--- config.mk ---
export PLATFORM = sky130hd
export DESIGN_NAME = fifo_unpacker
export DESIGN_NICKNAME = d
export VERILOG_FILES = /design/src/rtl/fifo_unpacker.sv
export SDC_FILE = /design/constraint.sdc
export NUM_CORES = 1
export LEC_CHECK = 0
export CAP_MARGIN = 20
export CORE_MARGIN = 1.5
export CORE_UTILIZATION = 40
export DETAILED_ROUTE_END_ITERATION = 6
export GPL_TIMING_DRIVEN = 0
export PLACE_DENSITY_LB_ADDON = 0.12
export SETUP_SLACK_MARGIN = 0.05
export SLEW_MARGIN = 10
export SYNTH_ARGS = -nofsm -noshare
export SYNTH_HDL_FRONTEND = slang
export SYNTH_SLANG_ARGS = --single-unit
--- constraint.sdc ---
create_clock -name clk -period 2.1 [get_ports clk]
set_clock_uncertainty 0.05 [all_clocks]
set_input_delay 0.42 -clock clk [delete_from_list [all_inputs] [get_ports clk]]
set_output_delay 0.42 -clock clk [all_outputs]
set_load 0.01 [all_outputs]
--- src/rtl/fifo_unpacker.sv ---
// Drains a show-ahead FIFO and splits each IN_WIDTH-bit word into RATIO narrower
// valid/ready beats, popping the next word in the same cycle the last beat leaves.
module fifo_unpacker #(
    parameter int unsigned IN_WIDTH  = 32,
    parameter int unsigned OUT_WIDTH = 8,
    parameter int unsigned MSB_FIRST = 0,
    parameter int unsigned CNT_WIDTH = 16
) (
    input  logic                 clk,
    input  logic                 reset,
    input  logic [IN_WIDTH-1:0]  fifo_dout,
    input  logic                 fifo_empty,
    output logic                 fifo_rd_en,
    output logic [OUT_WIDTH-1:0] out_data,
    output logic                 out_valid,
    output logic                 out_last,
    input  logic                 out_ready,
    output logic [CNT_WIDTH-1:0] words_popped
);

    localparam int unsigned RATIO  = IN_WIDTH / OUT_WIDTH;
    localparam int unsigned BEAT_W = (RATIO > 1) ? $clog2(RATIO) : 1;
    localparam logic [BEAT_W-1:0] LAST_BEAT = BEAT_W'(RATIO - 1);

    logic [IN_WIDTH-1:0] hold;
    logic                hold_valid;
    logic [BEAT_W-1:0]   beat;
    logic [BEAT_W-1:0]   sel;
    logic                last_beat;
    logic                xfer;
    logic                take;

    // With RATIO = 1 the beat index stays at 0, so every transfer is also a take.
    always_comb begin
        last_beat  = (beat == LAST_BEAT);
        xfer       = hold_valid & out_ready;
        take       = xfer & last_beat;
        fifo_rd_en = ~reset & ~fifo_empty & (~hold_valid | take);
        out_valid  = hold_valid;
        out_last   = hold_valid & last_beat;
        sel        = (MSB_FIRST != 0) ? (LAST_BEAT - beat) : beat;
        out_data   = '0;
        for (int unsigned k = 0; k < RATIO; k++) begin
            if (sel == BEAT_W'(k)) begin
                out_data = hold[k*OUT_WIDTH +: OUT_WIDTH];
            end
        end
    end

    always_ff @(posedge clk) begin
        if (reset) begin
            hold         <= '0;
            hold_valid   <= 1'b0;
            beat         <= '0;
            words_popped <= '0;
        end else if (fifo_rd_en) begin
            hold         <= fifo_dout;
            hold_valid   <= 1'b1;
            beat         <= '0;
            words_popped <= words_popped + CNT_WIDTH'(1);
        end else if (take) begin
            hold_valid   <= 1'b0;
            beat         <= '0;
        end else if (xfer) begin
            beat         <= beat + BEAT_W'(1);
        end
    end

endmodule

# After elaboration in Yosys (flattened, before gate mapping)
# Cells that the tools add are included.
# totals
input_bits	36
out_inout_bits	27
register_bits	51
word_cells	27
# op_classes
n_bitwise	9
n_eq_ne	3
reduce_logical	3
addsub	2
muxes	6
# ops
cell	n
8-bit 2-to-1 mux	4
16-bit by 1-bit adder with 16-bit output (second input constant)	1
1-bit bitwise AND	5
2-bit == test (second input constant)	2
1-bit NOT	3
3-bit OR reduction	1
2-bit by 1-bit adder with 2-bit output (second input constant)	1
2-bit by 1-bit == test with 1-bit output (second input constant)	1
2-bit logical NOT	1
1-bit 2-to-1 mux	2
2-bit nonzero test	1
1-bit OR	1

# Logic depth before layout (Yosys ltp)
# Gate-level depths: netlist (run 1).
# logic_depth
depth_word	5
ltp_mapped	7

# Worst setup path after synthesis (run 1)
# No wires, ideal clock.
# synth_timing
path_kind	register -> output
start	register beat[1]
end	output out_data[5]
n_path_buf	1
arrival_time_ps	1442
slack_ps	188
stages_incl_launch_ff	8
path_cell_list	dfxtp_1 -> inv_1 -> ha_1 -> clkbuf_1 -> nand3b_1 -> a21oi_1 -> a21oi_1 -> o21ai_0
# synth_between
elab_chain_cells	5
# synth_lines
element	line_no	source
start, declared	27	logic [BEAT_W-1:0] beat;
start signal, assigned	65	beat <= beat + BEAT_W'(1);
2-bit logical NOT	44	if (sel == BEAT_W'(k)) begin
8-bit 2-to-1 mux (3 in a row)	44	
8-bit 2-to-1 mux (*)	44	
end, declared	14	output logic [OUT_WIDTH-1:0] out_data,
# Mark *: on every way between the ends. The rest lies on a longest branch, timed or not.

# Worst setup path in the final report (run 1)
# layout_timing
start	register beat[1]
end	output out_data[6]
# The elaborated chain is that of the path after synthesis.

==> key figures, run 1 <==
Outcome
  – Status: finished with violations
  – Failing checks: negative setup slack

Cells and area
  – Commonest non-fill, non-tap cell in the layout: nand2_1
  – Syn-to-layout area delta: 43.0%
  – Share of cells above drive strength 1: 0.199
  – Seq. cell area: 1030 µm²
  – Area of the multi-input gates: 1420 µm²
  – Finished Core Util: 0.606
  – Fillers: 526
  – Most frequent cells in the layout: 51 x nand2_1, 49 x dfxtp_1, 49 x clkdlybuf4s50_1, 38 x o21ai_0, 33 x nand2b_1
  – Inserted Diodes: 0
  – Final instance area: 3420 µm²
  – Final #Nets: 416

GRT
  – Met3 Usage GRT: 0.0318
  – GRT Total Usage: 0.205
  – Met1 global-route usage: 0.298
  – First-pass GRT wire length: 10300 µm
  – Vias in the first global route: 2084
  – Met2 Track Usage GR: 0.308
  – Largest net degree at the start of global routing: 17
  – Antenna violations before repair: 0
  – Global route hottest layer: met2
  – Grt ovf: 0

Timing
  – Minimum clock period: 2.16 ns
  – Final worst path period share: 1.03
  – Setup ws final: -0.0598 ns
  – Final setup fails: 8
  – Slew Limit Fails: 0
  – WHS: 0.406 ns
  – Final Hold Viols: 0
  – FMAX: 463 MHz
  – Slew HR: 0.681
  – Worst-Margin Slew: 0.478 ns
  – RSZ-0062 raised after global routing: true

Critical path
  – CP Capture Type: output port
  – Crit path max-delay family: flip-flops
  – Arr. time, crit path: 1.69 ns
  – CP startpoint kind: flop
  – Bufs and invs on worst path: 3
  – Slowest stage delay, CP: 0.37 ns
  – Critical R2R Launch: beat[1]
  – CP startpoint: beat[1]
  – CP Data Required Time: 1.63 ns
  – Critical Path, Cell by Cell: inv_4 -> ha_4 -> buf_8 -> nand3b_1 -> a21oi_2 -> a21oi_2 -> o21ai_1 -> buf_2
  – CP max FO: 5
  – Crit path top cell by count: a21oi_2
  – CP max-delay cell: dfxtp_4
  – Crit Path Class: reg2out

Die
  – Rows: 27
  – Chip width: 80.3 µm
  – Starting Density: 0.424
  – Die Footprint: 6450 µm²
  – Top Ports: 63
  – Die height: 80.3 µm
  – CORE AREA: 5640 µm²

Power
  – VDD IR max: 0.349 mV
  – Pwr per Cell Area: 591 nW/µm²
  – P_leak: 0.00123 µW
  – Total Power: 2020 µW

Logic synthesis
  – FFs w/ async S/R, synth: 0
  – Avg Inst Size Synth: 7.97 µm²
  – Synth Register Bits: 51
  – Post-synthesis net count: 341
  – Number of synthesized flops with an enable pin: 0
  – Warnings from Yosys: 0
  – Unique masters post-synth: 41
  – Gate Count Post-Synth: 300
  – Synthesized area: 2390 µm²
  – Post-synth top flop: dfxtp_1
  – Post-synthesis sequential area ratio: 0.427

Clocking
  – Root Driver: clkbuf_8
  – Inserted Clock Buffers: 5
  – Reg clk slew, reported paths: 0.09 ns
  – Clk buf depth: 2
  – TritonCTS clock tree: done
  – CTS Sinks: 51
  – Worst-skew pair later-pin latency: 0.30 ns
  – Number of H-tree levels: 2

Place
  – Dpl cell area: 3090 µm²
  – GP Congestion: 0.805
  – Detailed-placement wirelength estimate: 4350 µm
  – # port buffers: 61

Route
  – Final antenna-violating net count: 0
  – DRC viols: 0
  – Initial detailed-routing violation count: 126
  – Vias: 2249
  – First-pass iteration count of the detailed router: 4
  – DRT Wirelength: 6250 µm
  – Drt wl/cell: 14.0 µm
  – Drt via density: 5.02

Job
  – Max cap viols: 0

Hold path
  – Hold Startpoint: reset
  – Hold WC Path Type: in2reg
==> layout make-up <==
type,instances,share of cell area
inverters,2,0.00293
well taps,72,0.0264
clock inverters,3,0.0128
plain buffers,17,0.0322
repair buffers,71,0.189
clock buffers,5,0.0201
flip-flops and latches,51,0.301
multi-input cells,227,0.416
==> worst paths after layout <==
path         slack (ns)                to  cells after the start
min reg2reg        0.43          hold[26]                      2
min                0.41          hold[13]                      3
max reg2reg        0.16  words_popped[15]                      7
max               -0.06       out_data[6]                      8
==> cell usage after synthesis, drive strengths merged, types with 2 or more instances <==
library cell | instances | share of area
nand3b | 9 | 0.028
nand2b | 33 | 0.086
clkbuf | 14 | 0.022
nand3 | 7 | 0.017
and3 | 2 | 0.0052
xor2 | 6 | 0.022
ha | 5 | 0.026
or4 | 2 | 0.0063
buf | 6 | 0.016
xnor2 | 2 | 0.0073
o21ai | 46 | 0.096
nand2 | 56 | 0.092
or3 | 3 | 0.0079
inv | 2 | 0.0031
a21oi | 25 | 0.052
dfxtp | 51 | 0.43
and4 | 2 | 0.0079
nor2 | 11 | 0.018
o31ai | 2 | 0.0063
nand4 | 3 | 0.0079
==> worst reg2reg max path, delay by kind of cell, from the launching register on <==
kind / cells / cell delay (ns)
DFF: 1 / 0.37
and+or+nand+nor: 2 / 0.50
AOI/OAI and AO/OA: 1 / 0.13
muxes: 1 / 0.36
adders and majority gates: 1 / 0.16
buffers and inverters: 2 / 0.28
==> metrics by stage <==
stage / TNS (ns) / setup slack (ns) / cells
floorplan: 0 / 0.188 / 300
detailed placement: -8.80 / -0.690 / 433
global route: -0.962 / -0.157 / 448
finish: -0.255 / -0.0598 / 448
global placement: -9.23 / -0.690 / 433
CTS: -0.370 / -0.0946 / 443
==> timing repair <==
item / CTS / global route
endpoints found under the setup margin: 10 / 9
resized for setup: 90 / 18
pin swaps: 13 / 10
gates cloned: 1 / 0
buffers inserted: 3 / 6
hold buffers: 0 / 0
==> registers in the layout, indices dropped and copies added, names as in the netlist <==
signal,flops
beat,2
words_popped,16
out_valid,1
hold,32
==> power by group <==
group          internal (µW)  switching (µW)  total (µW)
clock                    355             328         683
combinational            157             132         290
sequential              1010            35.6        1050
==> metal layers <==
metal,vias to the layer above,part of all wire
met2,47,0.45
met5,-,0
met4,0,0.0080
met3,4,0.041
li1,1171,-
met1,1027,0.50
==> logic make-up (layout without fill, tap and decap cells) <==
family                     count (synthesis)  count (layout)  synth area share
AOI/OAI and AO/OA                         75              75             0.162
xor gates and xnor gates                   8               8            0.0293
adders and majority gates                  5               5            0.0262
buffers and inverters                     22              98            0.0408
DFF                                       51              51             0.427
muxes                                      1               1           0.00471
and+or+nand+nor                          138             138             0.309
(Power assumes the default switching activity.)
==> run 2, diff against run 1 <==
Settings changed: CTS_BUF_LIST set to sky130_fd_sc_hd__clkbuf_8.
Clock period 2.1 ns to 2.55 ns, I/O delays scaled along.
==> key figures, run 2 (same netlist as run 1, synthesis figures left out) <==
Cells and area
  – Seq. cell area: 1030 µm² (-0.24%)
  – Commonest non-fill, non-tap cell in the layout: nand2_1
  – Biggest register: hold
  – Number of flip-flops in the largest register: 32 (unchanged)
  – Syn-to-layout area delta: 35.9%
  – Top flop regs: hold (32), words_popped (16), beat (2)
  – Most frequent cells in the layout: 54 x nand2_1, 50 x clkdlybuf4s50_1, 49 x dfxtp_1, 42 x o21ai_0, 33 x nand2b_1
  – Inserted Diodes: 0 (unchanged)
  – Area of the multi-input gates: 1320 µm² (-7.0%)
  – Final #Nets: 408 (-1.9%)
  – Fillers: 552 (+4.9%)
  – Share of cells above drive strength 1: 0.111 (-0.0881)

GRT
  – Grt ovf: 0 (unchanged)
  – Largest net degree at the start of global routing: 17 (unchanged)
  – GRT Total Usage: 0.196 (-0.00953)
  – Met2 Track Usage GR: 0.294 (-0.0143)
  – Global route hottest layer: met2
  – First-pass GRT wire length: 9810 µm (-4.4%)
  – Met1 global-route usage: 0.285 (-0.0125)
  – Vias in the first global route: 2015 (-3.3%)
  – Met3 Usage GRT: 0.0352 (+0.00341)
  – Antenna violations before repair: 0 (unchanged)

Critical path
  – Crit path top cell by count: a21oi_1
  – Crit Path Class: reg2out
  – CP max-delay cell: dfxtp_2
  – Slowest stage delay, CP: 0.36 ns (about the same)
  – CP startpoint kind: flop
  – Critical Path, Cell by Cell: inv_1 -> ha_4 -> nand3b_1 -> a21oi_1 -> a21oi_1 -> o21ai_0 -> dlygate4sd2_1
  – CP max FO: 8 (+3)
  – Bufs and invs on worst path: 2 (-1)
  – CP Capture Type: output port
  – Worst reg-to-reg setup slack: 0.64 ns (+0.48 ns)
  – Cells on worst reg2reg path: 6 (-1)
  – Critical path depth: 7 (-1)
  – CP Data Required Time: 1.99 ns (+0.36 ns)
  – Crit path max-delay family: buffers and inverters
  – Arr. time, crit path: 1.84 ns (+0.15 ns)

Timing
  – FMAX: 416 MHz
  – RSZ-0062 raised after global routing: true
  – Worst-Margin Slew: 0.491 ns (+0.0133 ns)
  – WHS: 0.432 ns (+0.0265 ns)
  – Slew HR: 0.672 (-0.00887)
  – Final Hold Viols: 0 (unchanged)
  – Minimum clock period: 2.40 ns
  – Slew Limit Fails: 0 (unchanged)
  – Final setup fails: 0 (-8)
  – Final worst path period share: 0.943

Route
  – Drt wl/cell: 13.8 µm (-1.4%)
  – Vias: 2224 (-1.1%)
  – First-pass iteration count of the detailed router: 4 (unchanged)
  – Drt via density: 5.05 (+0.69%)
  – DRC viols: 0 (unchanged)
  – Final antenna-violating net count: 0 (unchanged)
  – DRT Wirelength: 6060 µm (-3.1%)
  – Initial detailed-routing violation count: 152 (+21%)

Power
  – Clock power frac: 0.343 (+0.005)
  – Pwr per Cell Area: 505 nW/µm² (-15%)
  – Total Power: 1640 µW (-19%)
  – Int Pwr: 1250 µW (-18%)
  – Sw Ratio: 0.241 (-0.00379)
  – Combinational power share: 0.133 (-0.010)
  – P_leak: 0.00116 µW (-5.7%)
  – VDD IR max: 0.284 mV (-19%)
  – Sw power: 396 µW (-20%)
  – Sequential Power Share: 0.524 (+0.005)

Clocking
  – Inserted Clock Buffers: 5 (unchanged)
  – Clk buf depth: 2 (unchanged)
  – Reg clk slew, reported paths: 0.09 ns (about the same)
  – Root Driver: clkbuf_8
  – Number of H-tree levels: 2 (unchanged)
  – TritonCTS clock tree: done
  – CTS Sinks: 51 (unchanged)
  – Worst-skew pair later-pin latency: 0.30 ns (about the same)

Die
  – CORE AREA: 5640 µm² (unchanged)
  – Die Footprint: 6450 µm² (unchanged)
  – Top Ports: 63 (unchanged)
  – Die height: 80.3 µm (unchanged)
  – Starting Density: 0.424 (unchanged)
  – Chip width: 80.3 µm (unchanged)
  – Rows: 27 (unchanged)

Place
  – GP Congestion: 0.805 (unchanged)
  – # port buffers: 61 (unchanged)
  – Detailed-placement wirelength estimate: 4350 µm (unchanged)

Hold path
  – Hold WC Path Type: reg2reg
  – Min-Delay Path Depth: 2 (-1)

Outcome
  – Status: complete, no violations

Job
  – Max cap viols: 0 (unchanged)
-- run 2: stage by stage --
| stage | instance area [µm²] | setup WS [ns] | std cells | util | setup TNS [ns] |
|---|---|---|---|---|---|
| after floorplan | 2390 | 0.548 | 300 | - | 0 |
| after global placement | 3090 | -0.420 | 433 | 0.548 | -1.44 |
| final | 3250 | 0.146 | 440 | 0.576 | 0 |
| after global routing | 3250 | 0.00820 | 440 | 0.576 | 0 |
| after detailed placement | 3090 | -0.420 | 433 | 0.548 | -1.46 |
| after CTS | 3220 | 0.00469 | 440 | 0.571 | 0 |
-- run 2: area by class of cell --
cell class / count / area share
buffer: 18 / 0.0304
clock buffer: 5 / 0.0212
clock inverter: 3 / 0.0135
inverter: 2 / 0.00231
multi-input combinational: 227 / 0.407
sequential: 51 / 0.316
tap: 72 / 0.0277
timing repair buffer: 62 / 0.182
-- run 2: metal layers --
metal  vias to the layer above  wire (µm)
met3                         4        232
met4                         0         38
met2                        44       2680
met1                      1025       3100
met5                         -          0
li1                       1151          -
-- run 2: worst register-to-register path, cell delays in order (launching register included) --
cell and delay, ns:
dfxtp_2 0.40, ha_1 0.20, a21bo_2 0.13, buf_4 0.16, nand3_2 0.18, nor4_1 0.32, mux2_2 0.37
-- run 2: power by group through the flow --
stage	Sequential, µW	Clock, µW	Combinational (µW)
floorplan	872	0	105
global placement	877	0	215
detailed placement	878	0	217
CTS	860	576	217
global route	866	613	243
finish	860	562	219
-- run 2: worst paths after layout --
kind,startpoint,endpoint
max,beat[0],out_data[0]
min,hold[26],hold[26]
max reg2reg,beat[0],words_popped[15]
min reg2reg,hold[26],hold[26]
-- run 2: what timing repair did --
action	in CTS	in global routing
buffers inserted	1	0
resized for setup	35	18
pin swaps	1	2
cloned	0	0
setup endpoints to repair	10	8
hold buffers	0	0
